<file path="src/rtl/uart_boot_loader.sv">
// uart_boot_loader: UART boot receiver. Waits for ON_BYTE, holds the core in
// reset, receives a little-endian word count plus payload, writes the payload
// word by word into RAM and releases the core on STP_BYTE.
// Optional build macro: UART_BOOT_CHECKSUM_EN adds an 8-bit payload checksum
// byte (CSUM state) between the last data word and the terminator.
module uart_boot_loader #(
  parameter int unsigned BAUD_DIV = 768,
  parameter int unsigned ADDR_W   = 15,
  parameter logic [7:0]  ON_BYTE  = 8'hAA,
  parameter logic [7:0]  STP_BYTE = 8'h55
) (
  input  logic              Clk,
  input  logic              Rst_n,
  input  logic              RX,
  output logic              mem_we,
  output logic [ADDR_W-1:0] mem_addr,
  output logic [31:0]       mem_wdata,
  output logic              core_rst_n,
  output logic              busy,
  output logic              err
);

  localparam int unsigned CNT_W     = $clog2(BAUD_DIV);
  localparam int unsigned HALF_CNT  = BAUD_DIV / 2 - 1;
  localparam int unsigned FULL_CNT  = BAUD_DIV - 1;
  localparam int unsigned WC_W      = ADDR_W - 1;
  localparam int unsigned MAX_WORDS = 32'd1 << (ADDR_W - 2);

  // ---------------------------------------------------------------------------
  // RX synchronizer and edge history
  // ---------------------------------------------------------------------------
  logic rx_meta;
  logic rx_sync;
  logic rx_prev;

  // Two-flop synchronizer plus one delayed copy for falling-edge detection.
  always_ff @(posedge Clk or negedge Rst_n) begin
    if (!Rst_n) begin
      rx_meta <= 1'b1;
      rx_sync <= 1'b1;
      rx_prev <= 1'b1;
    end else begin
      rx_meta <= RX;
      rx_sync <= rx_meta;
      rx_prev <= rx_sync;
    end
  end

  // ---------------------------------------------------------------------------
  // 8N1 byte receiver
  // ---------------------------------------------------------------------------
  typedef enum logic [1:0] {R_IDLE, R_START, R_DATA, R_STOP} rx_state_t;

  rx_state_t        rx_state;
  rx_state_t        rx_next;
  logic [CNT_W-1:0] baud_cnt;
  logic [2:0]       bit_idx;
  logic [7:0]       rx_shift;
  logic             byte_vld;
  logic             fe;
  logic             baud_half;
  logic             baud_full;

  assign baud_half = (baud_cnt == CNT_W'(HALF_CNT));
  assign baud_full = (baud_cnt == CNT_W'(FULL_CNT));

  // Receiver state register.
  always_ff @(posedge Clk or negedge Rst_n) begin
    if (!Rst_n) rx_state <= R_IDLE;
    else        rx_state <= rx_next;
  end

  // Receiver next state: start recheck at half bit, then full-bit sampling.
  always_comb begin
    rx_next = rx_state;
    case (rx_state)
      R_IDLE:  if (rx_prev && !rx_sync) rx_next = R_START;
      R_START: if (baud_half) rx_next = rx_sync ? R_IDLE : R_DATA;
      R_DATA:  if (baud_full && (bit_idx == 3'd7)) rx_next = R_STOP;
      R_STOP:  if (baud_full) rx_next = R_IDLE;
      default: rx_next = R_IDLE;
    endcase
  end

  // Receiver datapath: bit timer, LSB-first shifter and registered pulses.
  always_ff @(posedge Clk or negedge Rst_n) begin
    if (!Rst_n) begin
      baud_cnt <= '0;
      bit_idx  <= '0;
      rx_shift <= '0;
      byte_vld <= 1'b0;
      fe       <= 1'b0;
    end else begin
      if ((rx_state == R_IDLE) || baud_full || ((rx_state == R_START) && baud_half))
        baud_cnt <= '0;
      else
        baud_cnt <= baud_cnt + CNT_W'(1);

      if (rx_state == R_START)
        bit_idx <= '0;
      else if ((rx_state == R_DATA) && baud_full)
        bit_idx <= bit_idx + 3'd1;

      if ((rx_state == R_DATA) && baud_full)
        rx_shift <= {rx_sync, rx_shift[7:1]};

      byte_vld <= (rx_state == R_STOP) && baud_full && rx_sync;
      fe       <= (rx_state == R_STOP) && baud_full && !rx_sync;
    end
  end

  // ---------------------------------------------------------------------------
  // Load FSM
  // ---------------------------------------------------------------------------
  typedef enum logic [2:0] {L_IDLE, L_LEN, L_DATA, L_CSUM, L_STOP, L_HOLD} ld_state_t;

  ld_state_t         ld_state;
  ld_state_t         ld_next;
  ld_state_t         after_data;
  logic [1:0]        byte_cnt,  byte_cnt_d;
  logic [23:0]       asm_q,     asm_d;
  logic [WC_W-1:0]   word_cnt,  word_cnt_d;
  logic [ADDR_W-1:0] wr_addr,   wr_addr_d;
  logic              mem_we_d;
  logic [ADDR_W-1:0] mem_addr_d;
  logic [31:0]       mem_wdata_d;
  logic              core_rst_n_d;
  logic              busy_d;
  logic              err_d;
  logic              is_on;
  logic              word_done;
  logic [31:0]       word;
  logic              len_bad;
  logic              len_zero;
  logic              last_word;
`ifdef UART_BOOT_CHECKSUM_EN
  logic [7:0]        csum, csum_d;
`endif

  assign is_on     = byte_vld && (rx_shift == ON_BYTE);
  assign word_done = byte_vld && (byte_cnt == 2'd3);
  assign word      = {rx_shift, asm_q};
  assign len_bad   = (word > MAX_WORDS);
  assign len_zero  = (word == 32'd0);
  assign last_word = (word_cnt == WC_W'(1));
`ifdef UART_BOOT_CHECKSUM_EN
  assign after_data = L_CSUM;
`else
  assign after_data = L_STOP;
`endif

  // Load state register.
  always_ff @(posedge Clk or negedge Rst_n) begin
    if (!Rst_n) ld_state <= L_IDLE;
    else        ld_state <= ld_next;
  end

  // Load next state; framing errors abort any active phase into HOLD.
  always_comb begin
    ld_next = ld_state;
    case (ld_state)
      L_IDLE, L_HOLD: if (is_on) ld_next = L_LEN;
      L_LEN: begin
        if (fe) ld_next = L_HOLD;
        else if (word_done) begin
          if (len_bad)       ld_next = L_HOLD;
          else if (len_zero) ld_next = after_data;
          else               ld_next = L_DATA;
        end
      end
      L_DATA: begin
        if (fe)                          ld_next = L_HOLD;
        else if (word_done && last_word) ld_next = after_data;
      end
`ifdef UART_BOOT_CHECKSUM_EN
      L_CSUM: begin
        if (fe)            ld_next = L_HOLD;
        else if (byte_vld) ld_next = (rx_shift == csum) ? L_STOP : L_HOLD;
      end
`endif
      L_STOP: begin
        if (fe)            ld_next = L_HOLD;
        else if (byte_vld) ld_next = (rx_shift == STP_BYTE) ? L_IDLE : L_HOLD;
      end
      default: ld_next = L_IDLE;
    endcase
  end

  // Load outputs and datapath next values, keyed on the current transition.
  always_comb begin
    mem_we_d     = 1'b0;
    mem_addr_d   = mem_addr;
    mem_wdata_d  = mem_wdata;
    core_rst_n_d = core_rst_n;
    busy_d       = busy;
    err_d        = err;
    byte_cnt_d   = byte_cnt;
    asm_d        = asm_q;
    word_cnt_d   = word_cnt;
    wr_addr_d    = wr_addr;
`ifdef UART_BOOT_CHECKSUM_EN
    csum_d       = csum;
`endif

    if (((ld_state == L_IDLE) || (ld_state == L_HOLD)) && is_on) begin
      core_rst_n_d = 1'b0;
      busy_d       = 1'b1;
      err_d        = 1'b0;
      byte_cnt_d   = '0;
      word_cnt_d   = '0;
      wr_addr_d    = '0;
`ifdef UART_BOOT_CHECKSUM_EN
      csum_d       = '0;
`endif
    end

    if (((ld_state == L_LEN) || (ld_state == L_DATA)) && byte_vld) begin
      asm_d      = {rx_shift, asm_q[23:8]};
      byte_cnt_d = byte_cnt + 2'd1;
    end

    if ((ld_state == L_LEN) && word_done)
      word_cnt_d = word[WC_W-1:0];

    if ((ld_state == L_DATA) && byte_vld) begin
`ifdef UART_BOOT_CHECKSUM_EN
      csum_d = csum + rx_shift;
`endif
      if (word_done) begin
        mem_we_d    = 1'b1;
        mem_addr_d  = wr_addr;
        mem_wdata_d = word;
        wr_addr_d   = wr_addr + ADDR_W'(4);
        word_cnt_d  = word_cnt - WC_W'(1);
      end
    end

    if ((ld_state == L_STOP) && (ld_next == L_IDLE)) begin
      core_rst_n_d = 1'b1;
      busy_d       = 1'b0;
    end

    if ((ld_state != L_HOLD) && (ld_next == L_HOLD)) begin
      err_d  = 1'b1;
      busy_d = 1'b0;
    end
  end

  // Load output and datapath registers.
  always_ff @(posedge Clk or negedge Rst_n) begin
    if (!Rst_n) begin
      mem_we     <= 1'b0;
      mem_addr   <= '0;
      mem_wdata  <= '0;
      core_rst_n <= 1'b1;
      busy       <= 1'b0;
      err        <= 1'b0;
      byte_cnt   <= '0;
      asm_q      <= '0;
      word_cnt   <= '0;
      wr_addr    <= '0;
`ifdef UART_BOOT_CHECKSUM_EN
      csum       <= '0;
`endif
    end else begin
      mem_we     <= mem_we_d;
      mem_addr   <= mem_addr_d;
      mem_wdata  <= mem_wdata_d;
      core_rst_n <= core_rst_n_d;
      busy       <= busy_d;
      err        <= err_d;
      byte_cnt   <= byte_cnt_d;
      asm_q      <= asm_d;
      word_cnt   <= word_cnt_d;
      wr_addr    <= wr_addr_d;
`ifdef UART_BOOT_CHECKSUM_EN
      csum       <= csum_d;
`endif
    end
  end

endmodule
</file>
<file path="config.mk">
export PLATFORM = sky130hd
export DESIGN_NAME = uart_boot_loader
export DESIGN_NICKNAME = d
export VERILOG_FILES = /design/src/rtl/uart_boot_loader.sv
export SDC_FILE = /design/constraint.sdc
export NUM_CORES = 1
export LEC_CHECK = 0
export CORE_MARGIN = 4
export CORE_UTILIZATION = 30
export CTS_BUF_LIST = sky130_fd_sc_hd__clkbuf_4 sky130_fd_sc_hd__clkbuf_8
export DETAILED_ROUTE_END_ITERATION = 6
export DONT_BUFFER_PORTS = 1
export GPL_ROUTABILITY_DRIVEN = 0
export SLEW_MARGIN = 10
export SYNTH_ARGS = -nofsm -noshare
export SYNTH_HDL_FRONTEND = slang
export SYNTH_SLANG_ARGS = --single-unit
</file>
<file path="constraint.sdc">
create_clock -name Clk -period 3.14 [get_ports Clk]
set_clock_uncertainty 0.15 [all_clocks]
set_input_delay 0.628 -clock Clk [delete_from_list [all_inputs] [get_ports Clk]]
set_output_delay 0.628 -clock Clk [all_outputs]
set_load 0.01 [all_outputs]
</file>
==> out/summary.txt <==
Outcome: finished, violations left
Violated checks: negative hold slack
Ports: 54
CTS tree: yes
Final net count: 614
# H-tree levels: 4
ANT cells: 0
Levels on crit path: 5
Cts hold-fix bufs: 1
Simple-gate share of the synthesized area: 22.7%
Yosys top cell area share: 54.4%
Synthesized area per cell: 10.1 um2
EDFF count, synth: 0
Kind of critical path: register to register
Final Max Slew Viols: 0
Number of max-cap violations: 0
Via Count: 4,198
Num CTS Buffers: 17
Initial antenna violation count: 0
Vias in the first global route: 4,221
Layout cells sized above 1: 14.6%
Register area share after synthesis: 56.1%
Crit Path Max Fanout: 10
Via density: 4.77
Largest net degree at the start of global routing: 138
Peak supply drop: 0.000316 V
Die footprint: 22,700 um2
Hold WC Path Type: input port to async pin
Asr flop ratio synth: 100%
Multiplexer share of the synthesized area: 6.20%
Min Hold Slack: -0.269 ns
Tot GR Track Use: 12.4%
Drt total wl: 13,200 um
CP bufs+invs: 0
Final hold vios: 137
Crit path cell chain: or4_4 -> nor4_2 -> nor3_1 -> o21bai_1 -> a221o_1
Worst-Margin Slew: 0.961 ns
Final setup fails: 0
Core ar.: 19,800 um2
IO Port Bufs: 0
Leak: 3.35 nW
Post-synthesis xor/xnor area fraction: 2.58%
Syn_nets: 615
Initial drt markers: 275
Nature of the critical path endpoint: register
DRC: 0
Unrepaired setup endpoints after global routing: no
Clock sink count: 137
Top_reg_cell synth: dfrtp_1
Power per cell area: 531 nW/um2
Final min period: 2.54 ns
Synthesis-to-layout area growth: 11.8%
Worst Reg-to-Reg Cells: 5
Clock root buffer: clkbuf_8
Clock latency on the worst-skew pair: 0.44 ns
Placement Cell Area: 6360 um2
CP max stage cell: or4_4
Die X: 151 um
Die height: 151 um
Pre-antenna DRT Iters: 5
First-pass GRT wire length: 22,400 um
Worst path max stage delay: 0.57 ns
Max_slew headroom: 35.4%
Crit path arrival time: 2.72 ns
Post-cts sizing count: 0
CTS Buffer Depth: 2
Site row count: 51
WP data required: 3.32 ns
Finished layout cell area: 6840 um2
Mapped Area: 6120 um2
HPWL Detailed: 8790 um
Fmax: 393 MHz
Initial Util: 30.9%
Largest family of logic cells by synthesized area: simple AND/OR/NAND/NOR gates
Leading area contributor after synthesis: dfrtp_1
Setup_tns: 0 ns
Synth top area cells: dfrtp_1 (54%), nand2_1 (11%), mux2_2 (5.7%)
Synth warnings: 0
CTS clk-pin slew, worst paths: 0.08 ns
Synth Area in Compound Gates: 8.06%
Setup crit start kind: register
Setup repair bufs after CTS: 0
Post-synthesis cell type count: 61
Delay-heaviest family, CP: simple AND/OR/NAND/NOR gates
Pwr Total: 3.63 mW
Post-DRT Antenna Nets: 0
DR WL/cell: 15.0 um
Post-Synth Adder-Cell Area: 1.43%
Post-synthesis register bit count: 137
Cell count after synthesis: 605
Final global-route overflow total: 0
Fin crit share: 81.0%
Yosys cell counts (8+ instances only):
cell / n
dfrtp_1: 133
a21oi_1: 9
o21ai_0: 22
inv_1: 10
nor3_1: 10
xor2_1: 11
nand3_1: 12
nor4_1: 8
mux2_2: 31
nand2_1: 173
clkbuf_1: 14
nor2_1: 42
metrics by stage:
step / cells / setup WS [ns] / util [%]
3_5_place_dp: 849 / 0.589 / 32.2
4_1_cts: 881 / 0.592 / 34.6
3_3_place_gp: 849 / 0.656 / 32.2
5_1_grt: 881 / 0.403 / 34.6
6_report: 881 / 0.597 / 34.6
2_1_floorplan: 605 / 0.852 / -
where the power goes:
group          total, mW  internal [mW]  switching, mW
clock               1.69           1.01          0.684
sequential          1.85           1.81         0.0374
combinational     0.0943         0.0474         0.0469
total               3.63           2.86          0.768
layer usage:
metal / part of all wire [%] / up-vias / GRT usage [%] / wire [um]
li1: - / 2076 / - / -
met3: 5.9 / 18 / 3.89 / 776
met1: 48 / 2033 / 17.0 / 6390
met5: 0 / - / 0 / 0
met4: 1.5 / 0 / 4.35 / 201
met2: 44 / 71 / 18.7 / 5870
cells by family after synthesis:
group           Yosys count
simple gates            301
flops                   137
compound gates           70
buf+inv                  38
fa+ha+maj                 7
xor+xnor                 18
mux                      34
cell type report:
type / instances / area [um2]
Clock buffer: 20 / 275
Clock inverter: 11 / 193
Fill cell: 2027 / 12900
Inverter: 11 / 41.3
Multi-Input combinational cell: 430 / 2510
Sequential cell: 137 / 3430
Tap cell: 265 / 332
Timing Repair Buffer: 7 / 55.1
state kept, by name, summed over array words and instances, names as in the netlist, 2 cells and up, named ones only:
signal     flops
byte_cnt       2
bit_idx        3
rx_shift       8
word_cnt      14
asm_q         24
mem_wdata     32
baud_cnt      10
mem_addr      15
ld_state       3
wr_addr       15
cell usage in the layout, fill, tap and decap left out, drive strengths merged, types with 3 or more instances in the layout:
cell,instances
inv,12
or3,6
and3,5
nor3b,4
a21oi,9
a22o,5
o21ai,22
clkinv,3
nor2b,3
bufinv,5
nand2,173
xnor2,7
nor3,10
nor4,9
mux2,31
nand2b,3
nand3,12
o211ai,7
and2,5
a31oi,3
dfstp,4
nand4b,4
dfrtp,133
and3b,3
clkbuf,20
nor2,42
ha,7
xor2,11
nand4,7
nand3b,3
or4,7
buf,6
mux2i,3
final timing paths:
check                                  from  slack, ns            end
worst min-delay path                  Rst_n      -0.27  mem_wdata[23]
worst max-delay path            rx_shift[2]       0.60   word_cnt[11]
max in group asynchronous             Rst_n       2.84     core_rst_n
worst min register to register      rx_meta       0.21        rx_sync
min in group Clk                    rx_meta       0.21        rx_sync
worst max register to register  rx_shift[2]       0.60   word_cnt[11]
Power figures use the tool's default switching activity.
